==> config.mk <==
export PLATFORM = sky130hd
export DESIGN_NAME = ft64_fcu_sched
export DESIGN_NICKNAME = d
export VERILOG_FILES = /design/src/rtl/ft64_fcu_sched.sv
export SDC_FILE = /design/constraint.sdc
export NUM_CORES = 1
export LEC_CHECK = 0
export BUFFER_PORTS_ARGS = -buffer_cell sky130_fd_sc_hd__buf_2
export CORE_UTILIZATION = 25
export CTS_CLUSTER_DIAMETER = 30
export DETAILED_ROUTE_END_ITERATION = 10
export GPL_TIMING_DRIVEN = 0
export SETUP_SLACK_MARGIN = 0.05
export SKIP_CTS_REPAIR_TIMING = 1
export SLEW_MARGIN = 20
export SYNTH_ARGS = -nofsm -noshare
export SYNTH_HDL_FRONTEND = slang
export SYNTH_SLANG_ARGS = --single-unit
==> constraint.sdc <==
create_clock -name clk_i -period 7.9 [get_ports clk_i]
set_input_delay 1.58 -clock clk_i [delete_from_list [all_inputs] [get_ports clk_i]]
set_output_delay 1.58 -clock clk_i [all_outputs]
set_load 0.01 [all_outputs]
==> src/rtl/ft64_fcu_sched.sv <==
// Sequencer for the shared FT64 flow-control unit: oldest-first grant from head, operand load, EXEC/WAIT, result hold.
// Grant 1 cycle after req, result 3 cycles after req for non-WAIT ops; result held until done_rdy_i, no grants meanwhile.
module ft64_fcu_sched #(
  parameter int QENTRIES = 8,
  parameter int TAGW     = 3,
  parameter int WID      = 64
) (
  input  logic                clk_i,
  input  logic                rst_i,
  input  logic [QENTRIES-1:0] req_i,
  input  logic [TAGW-1:0]     head_i,
  input  logic                flush_i,
  input  logic                irq_i,
  input  logic                is_wait_i,
  input  logic [WID-1:0]      calc_bus_i,
  output logic [QENTRIES-1:0] gnt_o,
  output logic [TAGW-1:0]     sel_id_o,
  output logic                fcu_ld_o,
  output logic                busy_o,
  output logic                done_v_o,
  output logic [TAGW-1:0]     done_id_o,
  output logic [WID-1:0]      done_bus_o,
  output logic                done_irq_o,
  input  logic                done_rdy_i,
  output logic [15:0]         wait_cycles_o
);

  // S_LOAD is the operand-load cycle between the grant and EXEC.
  typedef enum logic [2:0] {
    S_IDLE = 3'd0,
    S_LOAD = 3'd1,
    S_EXEC = 3'd2,
    S_WAIT = 3'd3,
    S_DONE = 3'd4
  } state_t;

  state_t              state_q;
  logic [QENTRIES-1:0] gnt_q;
  logic [TAGW-1:0]     sel_id_q;
  logic                fcu_ld_q;
  logic                done_v_q;
  logic [TAGW-1:0]     done_id_q;
  logic [WID-1:0]      done_bus_q;
  logic                done_irq_q;
  logic [15:0]         wait_cnt_q;
  logic [15:0]         wait_cnt_d;

  logic                arb_found;
  logic [TAGW-1:0]     arb_idx;
  logic [TAGW-1:0]     scan_idx;
  logic [QENTRIES-1:0] gnt_onehot;

  // Rotating scan from head; the index wraps naturally in TAGW bits.
  always_comb begin
    arb_found = 1'b0;
    arb_idx   = '0;
    scan_idx  = '0;
    for (int i = 0; i < QENTRIES; i++) begin
      scan_idx = head_i + TAGW'(i);
      if (!arb_found && req_i[scan_idx]) begin
        arb_found = 1'b1;
        arb_idx   = scan_idx;
      end
    end
  end

  assign gnt_onehot = {{(QENTRIES-1){1'b0}}, 1'b1} << arb_idx;
  assign wait_cnt_d = (wait_cnt_q == 16'hFFFF) ? wait_cnt_q : wait_cnt_q + 16'd1;

  always_ff @(posedge clk_i or posedge rst_i) begin
    if (rst_i) begin
      state_q    <= S_IDLE;
      gnt_q      <= '0;
      sel_id_q   <= '0;
      fcu_ld_q   <= 1'b0;
      done_v_q   <= 1'b0;
      done_id_q  <= '0;
      done_bus_q <= '0;
      done_irq_q <= 1'b0;
      wait_cnt_q <= '0;
    end else begin
      gnt_q    <= '0;
      fcu_ld_q <= 1'b0;
      // Every cycle spent in WAIT counts, including the terminating and flushed ones.
      if (state_q == S_WAIT) begin
        wait_cnt_q <= wait_cnt_d;
      end
      if (flush_i) begin
        state_q  <= S_IDLE;
        done_v_q <= 1'b0;
      end else begin
        case (state_q)
          S_IDLE: begin
            if (arb_found) begin
              gnt_q    <= gnt_onehot;
              sel_id_q <= arb_idx;
              fcu_ld_q <= 1'b1;
              state_q  <= S_LOAD;
            end
          end
          S_LOAD: begin
            state_q <= S_EXEC;
          end
          S_EXEC: begin
            done_bus_q <= calc_bus_i;
            done_id_q  <= sel_id_q;
            if (is_wait_i && !calc_bus_i[0] && !irq_i) begin
              state_q <= S_WAIT;
            end else begin
              done_irq_q <= is_wait_i & irq_i & ~calc_bus_i[0];
              done_v_q   <= 1'b1;
              state_q    <= S_DONE;
            end
          end
          S_WAIT: begin
            // Expiry takes precedence over a same-cycle interrupt.
            if (calc_bus_i[0] || irq_i) begin
              done_bus_q <= calc_bus_i;
              done_irq_q <= ~calc_bus_i[0];
              done_v_q   <= 1'b1;
              state_q    <= S_DONE;
            end
          end
          S_DONE: begin
            if (done_rdy_i) begin
              done_v_q <= 1'b0;
              state_q  <= S_IDLE;
            end
          end
          default: begin
            state_q <= S_IDLE;
          end
        endcase
      end
    end
  end

  assign gnt_o         = gnt_q;
  assign sel_id_o      = sel_id_q;
  assign fcu_ld_o      = fcu_ld_q;
  assign busy_o        = (state_q != S_IDLE);
  assign done_v_o      = done_v_q;
  assign done_id_o     = done_id_q;
  assign done_bus_o    = done_bus_q;
  assign done_irq_o    = done_irq_q;
  assign wait_cycles_o = wait_cnt_q;

endmodule

==> out/results.ini, run 1 <==
[worst_setup_path]
r2r_end = done_bus_o[2]
worstSetupPathType = input pin to flip-flop
required_ps = 8160
reg2reg_from = state_q[2]
r2r_setup_slack_ps = 5330
path_max_fanout = 10
worst_ep_arrival_time_ps = 4440
cp-startpoint = head_i[0]
cp-end-kind = flip-flop
crit_path_end = gnt_o[4]
worst-r2r-cell-count = 6
critPathLaunchType = input pin

[yosys]
synth.area.top_cells = dfrtp_1 (52%), mux2_2 (17%), mux4_1 (3.9%), mux4_2 (2.8%), xnor2_1 (2.6%)
async_flop_share_pct = 100.0
syn-cell-area_mm2 = 0.004768
synth-edff-count = 0
postSynthAreaPerCell_um2 = 13.39
synth_fp_nets = 440
synth.top_cell.area_share_pct = 52.48
syn_inst = 356
synthDistinctLibCells = 57
seq_area_frac_synth_pct = 52.48
synth_seq_cells = 100
synthFlopType = dfrtp_1
ys_warn_count = 0
yosysTopAreaCell = dfrtp_1

[pwr]
peakVddDrop_v = 0.00008003
power.leakage_nw = 2.965
power_density_mw_per_mm2 = 300.8
finalPower_mw = 1.889

[finish]
final_layout_size_suffix_gt1_share_pct = 52.45
seq_area_mm2 = 0.002502
antenna_cells = 0
nNetsFinal = 630
area_growth_pct = 31.67
finalNonFillerCells = 785
multiInputGateArea_mm2 = 0.002167
fillCellCount = 1860
final_util_pct = 33.57

[outcome]
status = finished, final reports clean

[timing]
fin_crit_sh_pct = 52.88
fin_tns_setup_ps = 0
maxSlewHeadroom_pct = 55.44
hold_viol_final = 0
setup_viol = 0
worst_pin_slew_ps = 668.4
drv_slew = 0
fin_skew_ps = 7.628
fmaxAchievable_mhz = 239.4
setup_ws_ps = 3722
rsz0062_at_grt = false
fin_crit_ps = 4178

[min_path]
hold_path_class = flip-flop to flip-flop

[place]
dp_hpwl_mm = 8.517
dp.cells = 769
io_buffers = 178
dpl_worst_slack_ps = 3360
gp_congestion = 0.7941

[clock_network]
clockRootBuffer = clkbuf_16
h-tree-depth = 3
cts_buffer_depth = 2
clock_sinks = 100
cts_tree = yes
clk_pin_slew_worst_paths_ps = 70
numCtsBuffers = 9
clock_latency_ps = 340

[flow_run]
drv_cap = 0

[drt]
vias_per_cell = 4.522
dr.pass1.iters = 4
detail_route.iter0.violations = 122
wl_per_cell_um = 14.16
vias = 3550
drc_errors = 0
drt_wl_total_mm = 11.12
drtAntennaViolNets = 0

[floorplan]
core_area_mm2 = 0.01871
io_pins = 179
die_height_um = 140.1
rows = 50
dieArea_mm2 = 0.01963
start_util_pct = 25.49
fp.dieW_um = 140.1

[global_route]
grt_pass1_wl_mm = 17.39
grt_pass1_vias = 3307
grt_max_degree = 62
antenna_found_initial = 0
grtUsageTotal_pct = 11.46
grt.overflow.total = 0

==> sequential cells by signal (all words and copies together) (netlist names) <==
name	cells
fcu_ld_o	1
state_q	3
wait_cycles_o	16
gnt_o	8
done_irq_o	1
done_id_o	3
done_bus_o	64
sel_id_o	3
done_v_o	1
==> synthesized netlist by cell type, types with 3 or more instances <==
cell type,count
o21ai_0,6
dfrtp_1,100
xor2_1,5
inv_1,10
nand4_1,9
clkbuf_1,6
mux4_2,6
nand2_1,18
a21oi_1,13
ha_1,3
nor3_1,3
nand2b_1,3
mux2_4,3
nand3_1,10
mux4_1,7
xnor2_1,14
nor2_1,15
mux2_2,71
mux2i_1,6
==> cell families after synthesis <==
family	after synthesis	share of synthesized area, %
AO/OA/AOI/OAI	38	5.747
XOR/XNOR	19	3.490
adder cells (fa/ha/maj)	3	0.7873
buffers and inverters	21	2.073
flip-flops	100	52.48
multiplexers	94	25.90
AND/OR/NAND/NOR	81	9.525
==> placed cells by master, fill, tap and decap left out, types with 3 or more instances in the layout <==
cell and n:
a21oi_1 13, buf_2 179, clkbuf_1 8, clkbuf_16 9
clkinvlp_4 3, dfrtp_1 100, ha_1 3, inv_1 9
mux2_2 71, mux2_4 3, mux2i_1 6, mux4_1 7
mux4_2 6, nand2_1 18, nand2b_1 3, nand3_1 10
nand4_1 9, nor2_1 15, nor3_1 3, o21ai_0 6
xnor2_1 14, xor2_1 5
==> worst max-delay path: stages <==
cell and delay, ps:
buf_2 140, buf_6 160, inv_1 110, ha_1 420, mux4_2 590, mux2_2 330, o2bb2ai_4 240, o221ai_1 190
a32o_1 330, nand2_2 140, nor3b_1 190
==> metrics by stage <==
step,cell area (µm²),hold WS [ps]
floorplan,4768,486.7
global placement,5952,478.2
detailed placement,5984,481.6
CTS,6279,496.5
global route,6279,508.7
finish,6279,488.9
==> report_power, final <==
group	switching [mW]	total (mW)	internal [mW]
registers	0.0928	0.797	0.704
logic	0.318	0.651	0.333
clock network	0.193	0.440	0.247
total	0.605	1.89	1.28
==> worst min-delay path by stage <==
stage	from	endpoint	slack, ps	cells past startpoint
detailed placement	wait_cycles_o[7]	wait_cycles_o[7]	480	1
global route	wait_cycles_o[7]	wait_cycles_o[7]	510	1
CTS	wait_cycles_o[7]	wait_cycles_o[7]	500	1
floorplan	state_q[2]	state_q[0]	490	1
finish	wait_cycles_o[7]	wait_cycles_o[7]	490	1
global placement	wait_cycles_o[7]	wait_cycles_o[7]	480	1
==> metal layers <==
layer / part of all wire (%) / vias up / global-route usage (%)
li1: - / 1688 / -
met3: 8.3 / 12 / 3.966
met1: 43 / 1710 / 13.97
met2: 47 / 140 / 18.79
met5: 0 / - / 0
met4: 1.3 / 0 / 3.991
==> layout make-up <==
type / instances / area share (%)
repair buffers: 179 / 14.63
inverters: 10 / 0.6776
plain buffers: 11 / 0.9765
clock inverters: 5 / 0.9765
well taps: 234 / 4.663
clock buffers: 11 / 3.707
multi-input cells: 235 / 34.52
flip-flops and latches: 100 / 39.86
(Power assumes the default switching activity.)
==> run 2, diff against run 1 <==
==> constraint.sdc (replaced) <==
create_clock -name clk_i -period 3.6 [get_ports clk_i]
set_input_delay 0.72 -clock clk_i [delete_from_list [all_inputs] [get_ports clk_i]]
set_output_delay 0.72 -clock clk_i [all_outputs]
set_load 0.01 [all_outputs]
==> out/results.ini, run 2 (synthesis results as in run 1) <==
[outcome]
status = finished, final reports clean

[timing]
fin_skew_ps = 7.618  ; -0.009690 ps
drv_slew = 0  ; unchanged
rsz0062_at_grt = false
fin_tns_setup_ps = 0  ; unchanged
hold_viol_final = 0  ; unchanged
fmaxAchievable_mhz = 304.7
fin_crit_sh_pct = 91.17
maxSlewHeadroom_pct = 55.44  ; unchanged
setup_viol = 0  ; unchanged
worst_pin_slew_ps = 668.4  ; unchanged
fin_crit_ps = 3282

[pwr]
power.leakage_nw = 2.963  ; about the same
finalPower_mw = 4.145  ; +120%
power_frac_clock_pct = 23.3  ; about the same
pwr-share-comb_pct = 34.5  ; about the same
peakVddDrop_v = 0.0001743  ; +120%
p_int_mw = 2.818  ; +120%
switching_share_pct = 32.00  ; about the same
power_density_mw_per_mm2 = 659.9  ; +120%
p_sw_mw = 1.326  ; +120%
seq_power_share_pct = 42.2  ; about the same

[clock_network]
numCtsBuffers = 9  ; unchanged
clockRootBuffer = clkbuf_16
cts_buffer_depth = 2  ; unchanged
h-tree-depth = 3  ; unchanged
clock_sinks = 100  ; unchanged
clock_latency_ps = 340  ; about the same
clk_pin_slew_worst_paths_ps = 70  ; about the same
cts_tree = yes

[place]
dp.cells = 769  ; unchanged
dp_hpwl_mm = 8.517  ; unchanged
io_buffers = 178  ; unchanged
placed_cell_area_mm2 = 0.005984  ; unchanged
gp_congestion = 0.7941  ; unchanged

[floorplan]
rows = 50  ; unchanged
fp.dieW_um = 140.1  ; unchanged
die_height_um = 140.1  ; unchanged
core_area_mm2 = 0.01871  ; unchanged
io_pins = 179  ; unchanged
start_util_pct = 25.49  ; unchanged
dieArea_mm2 = 0.01963  ; unchanged

[global_route]
grtUsageTotal_pct = 11.46  ; unchanged
antenna_found_initial = 0  ; unchanged
grt.overflow.total = 0  ; unchanged
grt_pass1_wl_mm = 17.39  ; unchanged
grt_pass1_vias = 3307  ; unchanged
grt_max_degree = 62  ; unchanged

[worst_setup_path]
r2r_setup_slack_ps = 1030  ; -4300 ps
worst_ep_arrival_time_ps = 3540  ; -900 ps
critPathLaunchType = input pin
reg2reg_from = state_q[2]
worst-r2r-cell-count = 6  ; unchanged
required_ps = 3860  ; -4300 ps
worstSetupPathType = input pin to flip-flop
critPathSlowestCell = mux4_2
cpPeakStageDelay_ps = 570  ; -20 ps
r2r_end = done_bus_o[2]
worstPathCellList = buf_2 -> buf_6 -> inv_1 -> ha_2 -> mux4_2 -> mux2_2 -> o2bb2ai_4 -> o221ai_1 -> a32o_1 -> nand2_2 -> nor3b_1
cp-end-kind = flip-flop
path_max_fanout = 10  ; unchanged

[finish]
final_area_mm2 = 0.006281  ; about the same
fillCellCount = 1859  ; -0.054%
final_cell_mix = buf_2 (179), dfrtp_1 (100), mux2_2 (71), nand2_1 (18), nor2_1 (15)
finalNonFillerCells = 785  ; unchanged
antenna_cells = 0  ; unchanged
final_util_pct = 33.58  ; about the same
nNetsFinal = 630  ; unchanged
area_growth_pct = 31.72  ; about the same
final_common_cell = buf_2
largest_register_ffs = 64  ; unchanged
final_layout_size_suffix_gt1_share_pct = 52.63  ; +0.18 points

[drt]
detail_route.iter0.violations = 122  ; unchanged
vias_per_cell = 4.520  ; about the same
wl_per_cell_um = 14.20  ; +0.28%
drc_errors = 0  ; unchanged
dr.pass1.iters = 4  ; unchanged
drtAntennaViolNets = 0  ; unchanged
vias = 3548  ; -0.056%
drt_wl_total_mm = 11.15  ; +0.28%

[flow_run]
drv_cap = 0  ; unchanged

[min_path]
hold_path_class = input pin to async pin

## run 2: worst max-delay path by stage
stage               slack, ps  cells after the start            end       from
CTS                       290                     11       gnt_o[4]  head_i[0]
global placement        -1080                      2       fcu_ld_o      rst_i
global route              100                     11       gnt_o[4]  head_i[0]
floorplan                 260                      1  done_bus_o[0]      rst_i
finish                    320                     11       gnt_o[4]  head_i[0]
detailed placement        -80                     11       gnt_o[4]  head_i[0]
## run 2: through the flow
step                      setup WS [ps]  hold slack [ps]
after global placement            -1082            478.2
after global routing              98.31            402.2
after floorplan                   261.2            486.7
after CTS                         288.0            374.3
after detailed placement         -79.83            481.6
final                             318.0            373.2
## run 2: routing by layer
metal,GRT usage (%),wire length (µm),vias up
met2,18.79,5245,135
met4,3.991,147,0
met3,3.966,906,12
met5,0,0,-
met1,13.97,4851,1712
li1,-,-,1689
## run 2: worst max-delay path: cells and delay by family
kind | cells | cell delay [ps]
adders and majority gates | 1 | 400
and+or+nand+nor | 2 | 330
AOI/OAI and AO/OA | 3 | 770
muxes | 2 | 900
buffers and inverters | 3 | 410
## run 2: final cells by class
type	count	area (µm²)	share of cell area, %
inverter	10	42.54	0.6773
multi-input combinational	235	2170	34.54
clock buffer	11	232.7	3.705
tap	234	292.8	4.661
buffer	11	61.31	0.9761
timing repair buffer	179	918.4	14.62
sequential	100	2502	39.84
clock inverter	5	61.31	0.9761
## run 2: power by group through the flow
| stage | clock (mW) | sequential, mW | combinational [mW] |
|---|---|---|---|
| after floorplan | 0 | 1.98 | 0.605 |
| after global placement | 0 | 1.76 | 1.44 |
| after detailed placement | 0 | 1.78 | 1.45 |
| after CTS | 1.01 | 1.76 | 1.45 |
| after global routing | 1.05 | 1.81 | 1.57 |
| final | 0.965 | 1.75 | 1.43 |
==> run 3, diff against run 2 <==
--- a/config.mk
+++ b/config.mk
@@ -6,10 +6,11 @@
 export NUM_CORES = 1
 export LEC_CHECK = 0
 export BUFFER_PORTS_ARGS = -buffer_cell sky130_fd_sc_hd__buf_2
-export CORE_UTILIZATION = 25
+export CORE_UTILIZATION = 45
 export CTS_CLUSTER_DIAMETER = 30
 export DETAILED_ROUTE_END_ITERATION = 10
 export GPL_TIMING_DRIVEN = 0
+export PLACE_DENSITY = 0.77
 export SETUP_SLACK_MARGIN = 0.05
 export SKIP_CTS_REPAIR_TIMING = 1
 export SLEW_MARGIN = 20
==> constraint.sdc (replaced) <==
create_clock -name clk_i -period 3.6 [get_ports clk_i]
set_input_delay 0.18 -clock clk_i [delete_from_list [all_inputs] [get_ports clk_i]]
set_output_delay 0.18 -clock clk_i [all_outputs]
set_load 0.01 [all_outputs]
==> out/results.ini, run 3 (synthesis results as in run 1) <==
[timing]
fin_tns_setup_ps = 0  ; unchanged
fin_crit_ps = 2848  ; -433.5 ps
hold_viol_final = 0  ; unchanged
fmaxAchievable_mhz = 351.1  ; +15%
maxSlewHeadroom_pct = 62.60  ; +7.2 points
rsz0062_at_grt = false
fin_skew_ps = 13.63  ; +6.009 ps
drv_slew = 0  ; unchanged
fin_crit_sh_pct = 79.12  ; -12 points
worst_pin_slew_ps = 560.9  ; -107.4 ps
setup_viol = 0  ; unchanged

[finish]
antenna_cells = 0  ; unchanged
final_util_pct = 59.50  ; +26 points
area_growth_pct = 28.23
largest_register_ffs = 64  ; unchanged
nNetsFinal = 631  ; +0.16%
fillCellCount = 852  ; -54%
final_common_cell = buf_2
final_layout_size_suffix_gt1_share_pct = 52.72  ; +0.086 points
final_cell_mix = buf_2 (179), dfrtp_1 (100), mux2_2 (71), nand2_1 (18), nor2_1 (15)

[global_route]
antenna_found_initial = 1  ; +1
grt.overflow.total = 0  ; unchanged
gr-usage-met3_pct = 5.240  ; +1.3 points
grt_pass1_wl_mm = 18.32  ; +5.3%
grt_use_met2_pct = 40.30  ; +22 points
grtUsageTotal_pct = 21.72  ; +10 points
grt_pass1_vias = 3572  ; +8.0%
use_met1_pct = 23.33  ; +9.4 points
grt_max_degree = 69  ; +11%
grt.busiest_layer = met2

[drt]
drc_errors = 0  ; unchanged
vias_per_cell = 5.240  ; +16%
wl_per_cell_um = 16.72  ; +18%
detail_route.iter0.violations = 165  ; +35%
dr.pass1.iters = 4  ; unchanged
vias = 3605  ; +1.6%
drt_wl_total_mm = 11.51  ; +3.2%
drtAntennaViolNets = 0  ; unchanged

[min_path]
min_path_cells = 2
hold_path_class = input pin to flip-flop

[worst_setup_path]
critPathLaunchType = input pin
cpLargestDelayFamily = multiplexers
critPathBufInv = 3  ; unchanged
worstPathCellList = buf_2 -> buf_6 -> inv_1 -> ha_1 -> mux4_2 -> mux2_2 -> o2bb2ai_4 -> o221ai_1 -> a32o_1 -> nand2_2 -> nor3b_1
path_depth = 11  ; unchanged
path_max_fanout = 10  ; unchanged
cp-end-kind = flip-flop
worst-r2r-cell-count = 6  ; unchanged
worst_ep_arrival_time_ps = 3100  ; -440 ps
cpPeakStageDelay_ps = 590  ; +20 ps
required_ps = 3850  ; about the same
critPathSlowestCell = mux4_2
worstSetupPathType = input pin to flip-flop

[floorplan]
die_height_um = 104.9  ; -25%
dieArea_mm2 = 0.01101  ; -44%
rows = 37  ; -26%
core_area_mm2 = 0.01028  ; -45%
fp.dieW_um = 104.9  ; -25%
io_pins = 179  ; unchanged
start_util_pct = 46.40  ; +21 points

[pwr]
finalPower_mw = 4.069  ; -1.8%
power_density_mw_per_mm2 = 665.4  ; +0.84%
peakVddDrop_v = 0.0003201  ; +84%
power.leakage_nw = 2.960  ; -0.11%

[clock_network]
clock_latency_ps = 350  ; about the same
cts_buffer_depth = 2  ; unchanged
h-tree-depth = 3  ; unchanged
numCtsBuffers = 9  ; unchanged
clk_pin_slew_worst_paths_ps = 90  ; +20 ps
clock_sinks = 100  ; unchanged
cts_tree = yes
clockRootBuffer = clkbuf_8

[outcome]
status = finished, final reports clean

[place]
gp_congestion = 0.8414  ; +6.0%
io_buffers = 178  ; unchanged
dp_hpwl_mm = 8.987  ; +5.5%

[flow_run]
drv_cap = 0  ; unchanged

==> run 3: changes by cell type in the layout (fill, tap and decap cells not counted) <==
cell	delta
clkinv_4	+1
ha_1	+1
ha_2	-1
dlygate4sd3_1	+1
clkbuf_8	+12
clkbuf_1	-2
clkinvlp_4	-3
bufinv_16	+1
clkbuf_16	-9
==> run 3: final timing paths <==
kind | startpoint | end | slack, ps
min in group asynchronous | rst_i | done_bus_o[57] | 350
hold reg to reg | done_irq_o | done_irq_o | 500
setup / recovery | head_i[0] | gnt_o[4] | 750
setup reg to reg | state_q[2] | done_bus_o[30] | 1140
max in group asynchronous | rst_i | wait_cycles_o[1] | 2620
hold / removal | flush_i | done_v_o | 20
==> run 3: power breakdown <==
part           total [mW]  switching, mW  internal [mW]
Combinational        1.48          0.743          0.733
Sequential           1.76          0.218           1.54
Clock               0.831          0.378          0.453
Total                4.07           1.34           2.73
==> run 3: per-stage QoR <==
| step | instance area [µm²] | std cells | hold WS [ps] | setup slack, ps |
|---|---|---|---|---|
| after CTS | 6105 | 687 | -212.2 | 774.6 |
| after detailed placement | 5862 | 671 | 184.4 | 393.7 |
| after floorplan | 4768 | 356 | 243.1 | 801.2 |
| after global routing | 6115 | 688 | 0.02526 | 602.1 |
| after global placement | 5829 | 670 | 379.3 | -132.1 |
| final | 6115 | 688 | 18.82 | 751.6 |
==> run 3: cell type report <==
class	instances	area, µm²	area share [%]
inverter	10	42.54	0.6957
multi-input combinational	235	2167	35.44
tap	136	170.2	2.783
timing repair buffer	180	928.4	15.18
clock buffer	12	165.2	2.701
clock inverter	4	77.57	1.269
buffer	11	61.31	1.003
sequential	100	2502	40.92
==> run 3: worst register-to-register path, stage by stage, from the launching register on <==
cell and delay [ps]:
dfrtp_1 440, nor2_1 280, nand2_1 150, a21oi_1 170, clkbuf_1 410, clkbuf_1 490
mux2_2 410
==> run 3: layer usage <==
| layer | wire length [µm] | up-vias | part of all wire [%] |
|---|---|---|---|
| met1 | 4321 | 1757 | 38 |
| li1 | - | 1687 | - |
| met2 | 6177 | 134 | 54 |
| met4 | 314 | 2 | 2.7 |
| met5 | 13 | - | 0.11 |
| met3 | 678 | 25 | 5.9 |
